==> src/rtl/u409_address_decode_ac.sv <==
// u409_address_decode_ac
//   Registered Zorro 2 address decoder with a Zorro II autoconfig engine
//   for N_BOARDS chained 64 KB I/O boards.
//
//   Space decodes are captured on the clock edge where TSn is low. They stay
//   stable until the next TSn. The CIA chip selects are combinational.
//
//   Ports
//     CLK40, RESETn         clock, async active-low reset
//     TSn, RnW, A[31:1]     bus cycle start, direction, address
//     D_IN[3:0]             write nibble D[31:28] for autoconfig registers
//     OVL, CIA_ENABLE       ROM overlay, CIA access qualifier
//     ROMEN, CIA_SPACE      ROM select, $BFxxxx space
//     CIACS0n, CIACS1n      CIA-A / CIA-B selects (combinational)
//     RAMSPACEn, REGSPACEn  chip RAM space, $DFxxxx register space
//     AC_SPACE, AC_DATA     autoconfig window hit, read nibble
//     BOARD_SELn            per-board select on base match
//     CONFIG_DONE           all boards configured or shut up
//
//   Optional build macro AUTOVECTOR_EN adds TT0/TT1 inputs and the AVEC output.
//   A CPU-space cycle to $FFFFxxxx then asserts AVEC and suppresses every
//   other select.
//
//   Autoconfig FSM
//     state      | meaning
//     CFG(k)     | board k is visible in the autoconfig window
//     DONE       | every board configured or shut up; window closed
module u409_address_decode_ac #(
    parameter int          N_BOARDS   = 2,
    parameter logic [7:0]  AC_BASE    = 8'hE8,
    parameter logic [15:0] MFG_ID     = 16'h0000,
    parameter logic [7:0]  PRODUCT_ID = 8'h00
) (
    input  logic                CLK40,
    input  logic                RESETn,
    input  logic                TSn,
    input  logic                RnW,
    input  logic [31:1]         A,
    input  logic [3:0]          D_IN,
    input  logic                OVL,
    input  logic                CIA_ENABLE,
`ifdef AUTOVECTOR_EN
    input  logic                TT0,
    input  logic                TT1,
    output logic                AVEC,
`endif
    output logic                ROMEN,
    output logic                CIA_SPACE,
    output logic                CIACS0n,
    output logic                CIACS1n,
    output logic                RAMSPACEn,
    output logic                REGSPACEn,
    output logic                AC_SPACE,
    output logic [3:0]          AC_DATA,
    output logic [N_BOARDS-1:0] BOARD_SELn,
    output logic                CONFIG_DONE
);

    // The state is the index of the board being configured. DONE is N_BOARDS.
    localparam logic [2:0] ST_DONE = 3'(N_BOARDS);

    logic [2:0] state_q, state_d;

    // FSM outputs
    logic       ac_open;
    logic       cfg_done;
    logic [1:0] cur_k;
    logic       chained;

    // Decode
    logic       z2;
    logic       avec_hit;
    logic       rom_dec, ram_dec, cia_dec, reg_dec, ac_dec, lower_ok;
    logic [N_BOARDS-1:0] bsel_dec;
    logic       bsel_found;
    logic [7:0] byte_off;
    logic [7:0] prod_id;
    logic [3:0] ac_rdata;
    logic       ac_wr, ac_wr_lo, ac_wr_commit, ac_wr_shut;

    // Autoconfig datapath
    logic [3:0]          base_lo_q, base_lo_d;
    logic [7:0]          base_q [N_BOARDS];
    logic [7:0]          base_d [N_BOARDS];
    logic [N_BOARDS-1:0] cfg_q, cfg_d;

    // Registered outputs. Active-low selects are stored active-high.
    logic                romen_q, romen_d;
    logic                cia_q, cia_d;
    logic                ram_q, ram_d;
    logic                reg_q, reg_d;
    logic                ac_q, ac_d;
    logic [3:0]          acdata_q, acdata_d;
    logic [N_BOARDS-1:0] bsel_q, bsel_d;

    logic unused_a;
    assign unused_a = ^{A[15:14], A[11:8]};

    // ---------------- Autoconfig FSM ----------------
    always_ff @(posedge CLK40 or negedge RESETn) begin
        if (!RESETn) state_q <= 3'd0;
        else         state_q <= state_d;
    end

    always_comb begin
        state_d = state_q;
        if (ac_wr_commit || ac_wr_shut)
            state_d = state_q + 3'd1;
    end

    always_comb begin
        ac_open  = (state_q != ST_DONE);
        cfg_done = (state_q == ST_DONE);
        cur_k    = state_q[1:0];
        chained  = (state_q < 3'(N_BOARDS - 1));
    end

    // ---------------- Address decode ----------------
`ifdef AUTOVECTOR_EN
    assign avec_hit = TT0 && TT1 && (A[31:16] == 16'hFFFF);
`else
    assign avec_hit = 1'b0;
`endif

    always_comb begin
        z2       = (A[31:24] == 8'h00) && !avec_hit;
        rom_dec  = z2 && ((OVL && A[23:21] == 3'b000) || A[23:19] == 5'b11111);
        ram_dec  = z2 && !OVL && (A[23:21] == 3'b000);
        cia_dec  = z2 && !rom_dec && (A[23:16] == 8'hBF);
        reg_dec  = z2 && !rom_dec && !cia_dec && (A[23:16] == 8'hDF);
        ac_dec   = z2 && !rom_dec && !cia_dec && !reg_dec && ac_open
                   && (A[23:16] == AC_BASE);
        lower_ok = z2 && !rom_dec && !cia_dec && !reg_dec && !ac_dec;
    end

    // Lowest-numbered configured board wins when bases collide.
    always_comb begin
        bsel_dec   = '0;
        bsel_found = 1'b0;
        for (int k = 0; k < N_BOARDS; k++) begin
            if (!bsel_found && lower_ok && cfg_q[k] && (A[23:16] == base_q[k])) begin
                bsel_dec[k] = 1'b1;
                bsel_found  = 1'b1;
            end
        end
    end

    // Autoconfig register file. Offsets are byte offsets within the window.
    always_comb begin
        byte_off = {A[7:1], 1'b0};
        prod_id  = PRODUCT_ID + {6'd0, cur_k};
        case (byte_off)
            8'h00:   ac_rdata = 4'hC;
            8'h02:   ac_rdata = {chained, 3'b001};
            8'h04:   ac_rdata = ~prod_id[7:4];
            8'h06:   ac_rdata = ~prod_id[3:0];
            8'h10:   ac_rdata = ~MFG_ID[15:12];
            8'h12:   ac_rdata = ~MFG_ID[11:8];
            8'h14:   ac_rdata = ~MFG_ID[7:4];
            8'h16:   ac_rdata = ~MFG_ID[3:0];
            default: ac_rdata = 4'hF;
        endcase
        ac_wr        = !TSn && !RnW && ac_dec;
        ac_wr_lo     = ac_wr && (byte_off == 8'h4A);
        ac_wr_commit = ac_wr && (byte_off == 8'h48);
        ac_wr_shut   = ac_wr && (byte_off == 8'h4C);
    end

    // The pending low nibble is cleared when a board leaves the window, so a
    // $48 write without a preceding $4A write commits a low nibble of 0.
    always_comb begin
        base_lo_d = base_lo_q;
        cfg_d     = cfg_q;
        for (int k = 0; k < N_BOARDS; k++) base_d[k] = base_q[k];
        if (ac_wr_lo) base_lo_d = D_IN;
        if (ac_wr_commit || ac_wr_shut) base_lo_d = 4'h0;
        for (int k = 0; k < N_BOARDS; k++) begin
            if (ac_wr_commit && (cur_k == 2'(k))) begin
                base_d[k] = {D_IN, base_lo_q};
                cfg_d[k]  = 1'b1;
            end
        end
    end

    always_ff @(posedge CLK40 or negedge RESETn) begin
        if (!RESETn) begin
            base_lo_q <= 4'h0;
            cfg_q     <= '0;
            for (int k = 0; k < N_BOARDS; k++) base_q[k] <= 8'h00;
        end else begin
            base_lo_q <= base_lo_d;
            cfg_q     <= cfg_d;
            for (int k = 0; k < N_BOARDS; k++) base_q[k] <= base_d[k];
        end
    end

    // ---------------- Output registers ----------------
    always_comb begin
        romen_d  = romen_q;
        cia_d    = cia_q;
        ram_d    = ram_q;
        reg_d    = reg_q;
        ac_d     = ac_q;
        acdata_d = acdata_q;
        bsel_d   = bsel_q;
        if (!TSn) begin
            romen_d  = rom_dec;
            cia_d    = cia_dec;
            ram_d    = ram_dec;
            reg_d    = reg_dec;
            ac_d     = ac_dec;
            acdata_d = (ac_dec && RnW) ? ac_rdata : 4'hF;
            bsel_d   = bsel_dec;
        end
    end

    always_ff @(posedge CLK40 or negedge RESETn) begin
        if (!RESETn) begin
            romen_q  <= 1'b0;
            cia_q    <= 1'b0;
            ram_q    <= 1'b0;
            reg_q    <= 1'b0;
            ac_q     <= 1'b0;
            acdata_q <= 4'hF;
            bsel_q   <= '0;
        end else begin
            romen_q  <= romen_d;
            cia_q    <= cia_d;
            ram_q    <= ram_d;
            reg_q    <= reg_d;
            ac_q     <= ac_d;
            acdata_q <= acdata_d;
            bsel_q   <= bsel_d;
        end
    end

`ifdef AUTOVECTOR_EN
    logic avec_q, avec_d;

    always_comb begin
        avec_d = avec_q;
        if (!TSn) avec_d = avec_hit;
    end

    always_ff @(posedge CLK40 or negedge RESETn) begin
        if (!RESETn) avec_q <= 1'b0;
        else         avec_q <= avec_d;
    end

    assign AVEC = avec_q;
`endif

    assign ROMEN       = romen_q;
    assign CIA_SPACE   = cia_q;
    assign RAMSPACEn   = ~ram_q;
    assign REGSPACEn   = ~reg_q;
    assign AC_SPACE    = ac_q;
    assign AC_DATA     = acdata_q;
    assign BOARD_SELn  = ~bsel_q;
    assign CONFIG_DONE = cfg_done;
    // CPU-space autovector cycles must not select a CIA.
    assign CIACS0n     = ~(CIA_ENABLE && !A[12] && !avec_hit);
    assign CIACS1n     = ~(CIA_ENABLE && !A[13] && !avec_hit);

endmodule

==> config.mk <==
export PLATFORM = sky130hd
export DESIGN_NAME = u409_address_decode_ac
export DESIGN_NICKNAME = d
export VERILOG_FILES = /design/src/rtl/u409_address_decode_ac.sv
export SDC_FILE = /design/constraint.sdc
export NUM_CORES = 1
export LEC_CHECK = 0
export BUFFER_PORTS_ARGS = -buffer_cell sky130_fd_sc_hd__buf_2
export CORE_ASPECT_RATIO = 1.75
export CORE_MARGIN = 4
export CORE_UTILIZATION = 47
export DETAILED_ROUTE_END_ITERATION = 16
export PLACE_DENSITY_LB_ADDON = 0.05
export SLEW_MARGIN = 20
export SYNTH_ARGS = -nofsm -noshare
export SYNTH_HDL_FRONTEND = slang
export SYNTH_SLANG_ARGS = --single-unit
export TNS_END_PERCENT = 5
==> constraint.sdc <==
create_clock -name CLK40 -period 2.1 [get_ports CLK40]
set_clock_uncertainty 0.15 [all_clocks]
set_input_delay 0 -clock CLK40 [delete_from_list [all_inputs] [get_ports CLK40]]
set_output_delay 0 -clock CLK40 [all_outputs]
set_load 0.03 [all_outputs]
### Yosys cells after proc, flatten, opt, wreduce, memory -nomap -nowiden

Cells that the tools add are included.

| storage, ports and cells | value |
|---|---|
| output and inout port bits | 14 |
| word-level logic and storage cells | 85 |
| bits of input ports | 41 |
| ROM bits | 0 |
| memories kept | 0 |
| bits in latches | 0 |
| bits in registers | 36 |
| memory bits (writable) | 0 |

| cells by class | value |
|---|---|
| bitwise gates (word level) | 6 |
| equality and inequality tests | 14 |
| multipliers | 0 |
| reductions and logical operators | 44 |
| $add $sub $neg | 1 |
| div/mod/pow operators | 0 |
| shifts and indexed selects | 0 |
| order comparisons | 1 |
| mux-type cells | 6 |

Operators with widths:

| kind | number |
|---|---|
| logical AND 1 bit | 27 |
| equality test 8 bit, second input constant | 3 |
| equality test 7 x 6 -> 1 bit, second input constant | 3 |
| equality test 8 bit | 2 |
| 2-to-1 mux 4 bit | 3 |
| case mux 4 bit (3 select lines) | 1 |
| zero test 1 bit | 10 |
| zero test 8 bit | 1 |
| equality test 7 x 1 -> 1 bit, second input constant | 1 |
| equality test 7 x 2 -> 1 bit, second input constant | 1 |
| zero test 7 bit | 1 |
| equality test 5 bit, second input constant | 1 |
| NOT 1 bit | 4 |
| NOT 2 -> 4 bit | 1 |
| adder 3 x 1 -> 3 bit, second input constant | 1 |
| equality test 3 x 2 -> 1 bit, second input constant | 1 |
| zero test 3 bit | 1 |
| < comparator 3 x 1 -> 1 bit, second input constant | 1 |
| inequality test 3 x 2 -> 1 bit, second input constant | 1 |
| equality test 2 x 1 -> 1 bit, second input constant | 1 |
| zero test 2 bit | 1 |
| logical OR 1 bit | 2 |
| 2-to-1 mux 1 bit | 2 |
| NOT 2 bit | 1 |
| nonzero test 2 bit | 1 |

### Depth between registers and ports, before layout

| depth | value |
|---|---|
| word-level depth | 24 |
| gate-level depth with buffers | 6 |
| gate-level depth less buffers | 6 |

### Worst setup path after synthesis

OpenSTA, ideal clock, no wires.

| path | value |
|---|---|
| kind | register -> register |
| start point | reg state_q[0] |
| end point | reg bsel_q[1] |
| setup slack | -0.408 ns |
| required time | 1.847 ns |
| setup time | 0.103 ns |
| arrival time | 2.254 ns |
| period minus slack after synthesis | 2.508 ns |
| buffers on the path | 0 |
| stages on the path, launching flop included | 7 |
| cells stage by stage | dfrtp_1 -> inv_1 -> ha_1 -> nor2b_1 -> nand3b_2 -> or4b_1 -> o41ai_2 |

| on the way | value |
|---|---|
| cells in the longest elaborated chain, start to end | 13 |

Ends and longest elaborated chain:

| item | line | RTL |
|---|---|---|
| start: declaration | 62 | `logic [2:0] state_q, state_d;` |
| start signal: assignment | 102 | `else state_q <= state_d;` |
| inequality test 3 x 2 -> 1 bit (*) | 112 | `ac_open = (state_q != ST_DONE);` |
| logical AND 1 bit (*) | 131 | `ac_dec = z2 && !rom_dec && !cia_dec && !reg_dec && ac_open` |
| logical AND 1 bit (*) | 132 | `&& (A[23:16] == AC_BASE);` |
| zero test 1 bit (*) | 133 | `lower_ok = z2 && !rom_dec && !cia_dec && !reg_dec && !ac_dec;` |
| logical AND 1 bit (*) | 133 |  |
| logical AND 1 bit (2 in series) | 141 | `if (!bsel_found && lower_ok && cfg_q[k] && (A[23:16] == base_q[k])) begin` |
| 2-to-1 mux 1 bit | 141 |  |
| zero test 1 bit | 141 |  |
| logical AND 1 bit (*) (3 in series) | 141 |  |
| 2-to-1 mux 1 bit (*) | 141 |  |
| end signal: assignment | 233 | `bsel_q <= bsel_d;` |
| end: declaration | 94 | `logic [N_BOARDS-1:0] bsel_q, bsel_d;` |

Mark *: on every way between the ends. The rest lies on a longest branch, timed or not.
A chain may end at the register's enable or synchronous reset.

### Worst setup path after layout

Ends and elaborated chain as after synthesis.

==> reports/metrics.csv <==
metric,value,unit
critical_path.max_fanout,5,
clockPowerShare,36.0,%
gr-total-overflow,0,
timing.slew.headroom,46.8,%
p_sw,323,uW
rsz0062_at_grt,true,
antennaDiodeCount,0,
antenna_found_initial,0,
die_h,92.9,um
required,2140,ps
peakVddDrop,0.497,mV
grt_pass1_wl,7.59,mm
ys_types,35,
p_per_area,482,mW/mm^2
cts.clk_slew.worst_paths,70,ps
status,"finished, violations left",
wl,4.85,mm
core-area,0.00394,mm^2
seq_power_share,52.7,%
yosys.area_share.simple,20.2,%
maxCapViolCount,0,
fin_area,0.00273,mm^2
hold_viol_final,1,
crit_path_end_kind,register,
io_buffers,48,
hold_depth,4,
drc,0,
worstHoldStart,A[23],
synthMuxAreaShare,12.0,%
whs,-14.3,ps
initial_core_util,49.1,%
dpl.hpwl,3.60,mm
cts_tree,yes,
synth-edff-count,0,
synth_common_cells,"dfrtp_1 (32), mux2_2 (17), xnor2_1 (13), inv_1 (12), nand2_1 (11)",
p_total,1320,uW
ys_ff_latch,36,
syn_to_final_growth,41.3,%
gr-usage-met2,36.0,%
rr_worst_depth,7,
gp_congestion,0.872,
ios,55,
slew_violations,0,
worst_pin_slew,798,ps
synth_xor_area_share,8.15,%
synth_cells,176,
syn_area,0.00193,mm^2
root_buffer,clkbuf_8,
synth_top_family_by_area,simple AND/OR/NAND/NOR gates,
grt_pass1_vias,1651,
ys_seq_area_share,46.8,%
p_leak,0.00125,uW
reg2reg_from,state_q[0],
fin_cells,312,
worstPathArrival,2070,ps
ant_nets,0,
nets,308,
via_count,1642,
numClockSinks,36,
fin_setup_tns,0,ps
grt.total_usage,18.9,%
place_inst,278,
p_int,993,uW
min_to,bsel_q[1],
ys_warn_count,0,
fin_crit,2040,ps
synthAdderAreaFrac,2.59,%
drive_above_1_share,45.5,%
fp-row-count,30,
fmax,0.491,GHz
critPathKind,reg2reg,
yosysTopAreaCellShare,41.4,%
grt_start_max_net_pins,37,
clock_latency,290,ps
timing.rr.end,bsel_q[1],
async_reset_ff_share,100,%
busiest_layer,met2,
die_x,56.5,um
drtPass1Iterations,4,
synth.most_common_cell,dfrtp_1,
cts_made_buffers,5,
synth_area_per_cell,11.0,um^2
die_area,0.00525,mm^2
violations,negative hold slack,
clockBufferDepth,2,
rrSetupSlack,60,ps
htree_levels,2,
drt_iter0_drc,32,
startpoint_type,register,
synth.area.top_cells,"dfrtp_1 (41%), mux2_2 (9.9%), xnor2_1 (5.9%)",
synth_compound_area_share,6.73,%
routedWlPerCell,15.6,um
synth_nets,221,
setup_viol,0,
grt_use_met3,4.04,%
worst_hold_path_type,in2reg,
place_area,0.00232,mm^2
synth.largest_area_cell,dfrtp_1,
grt_use_met1,18.8,%
comb_power_share,11.3,%
vias_per_cell,5.26,
swShare,24.6,%
synth_ff_type,dfrtp_1,
finalCritPeriodShare,97.0,%
## metrics by stage
step                      setup WS, ps  util [%]
after floorplan                   24.6         -
final                             63.1      69.3
after CTS                         7.73      65.4
after detailed placement         -63.7      58.8
after global placement            31.8      58.8
after global routing             -24.9      69.3
## area by class of cell
type	instances	area (um^2)
flip-flops and latches	36	907
inverters	12	45.0
clock buffers	6	72.6
multi-input cells	123	1060
clock inverters	2	12.5
fillers	340	1210
repair buffers	85	576
well taps	48	60.1
## cell families after synthesis
logic type / Yosys count
and+or+nand+nor: 60
DFF: 36
muxes: 21
AOI/OAI and AO/OA: 20
xor gates and xnor gates: 18
buffers and inverters: 17
adders and majority gates: 4
## power by group through the flow
stage / Clock [uW] / Sequential (uW) / Combinational (uW)
after floorplan: 0 / 707 / 47.9
after global placement: 0 / 706 / 118
after detailed placement: 0 / 706 / 122
after CTS: 494 / 693 / 144
after global routing: 524 / 693 / 163
final: 474 / 693 / 149
## timing repair
item / 4_1_cts / 5_1_grt
pin swaps: 0 / 6
setup buffers: 0 / 8
resized for setup: 3 / 19
hold buffers: 16 / 0
endpoints found under the setup margin: 16 / 16
gates cloned: 0 / 2
hold endpoints to repair: 55 / 0
## critical path: stages, from the launching register on
cell	delay, ps
dfrtp_1	400
inv_2	100
ha_4	120
nor2b_4	140
nand3b_4	190
buf_6	110
or4b_4	440
o41ai_2	270
## sequential cells by signal (all words and copies together), names as in the netlist
name / flops
state_q: 3
base_q: 16
base_lo_q: 4
AC_SPACE: 1
AC_DATA: 4
CIA_SPACE: 1
ram_q: 1
cfg_q: 2
bsel_q: 2
reg_q: 1
ROMEN: 1
## how the worst max path moves through the flow
stage | from | endpoint
2_1_floorplan | state_q[0] | base_q[12]
3_3_place_gp | state_q[1] | base_q[7]
3_5_place_dp | state_q[1] | base_q[4]
4_1_cts | state_q[1] | base_q[12]
5_1_grt | state_q[0] | bsel_q[1]
6_report | state_q[0] | bsel_q[1]
## layout by cell type (no fill, tap or decap), drive strengths merged, types with 3 or more instances in the layout
| cell | n |
|---|---|
| nor2 | 3 |
| xor2 | 5 |
| inv | 12 |
| nand2b | 5 |
| nor2b | 5 |
| mux2 | 17 |
| xnor2 | 13 |
| dfstp | 4 |
| nand4 | 3 |
| nor4b | 3 |
| o21ai | 9 |
| buf | 68 |
| nand3 | 10 |
| clkbuf | 7 |
| a21oi | 4 |
| dfrtp | 32 |
| nand2 | 11 |
| mux2i | 4 |
| dlygate4sd3 | 16 |
| nor4 | 9 |
| ha | 4 |
| nor3 | 4 |
## metal layers
layer	wire, um	share of wire (%)	vias up
met3	281	5.8	6
met4	102	2.1	0
met5	0	0	-
met1	1630	33	800
met2	2850	59	45
li1	-	-	791
Note: power is estimated with default switching activity, not from simulation.
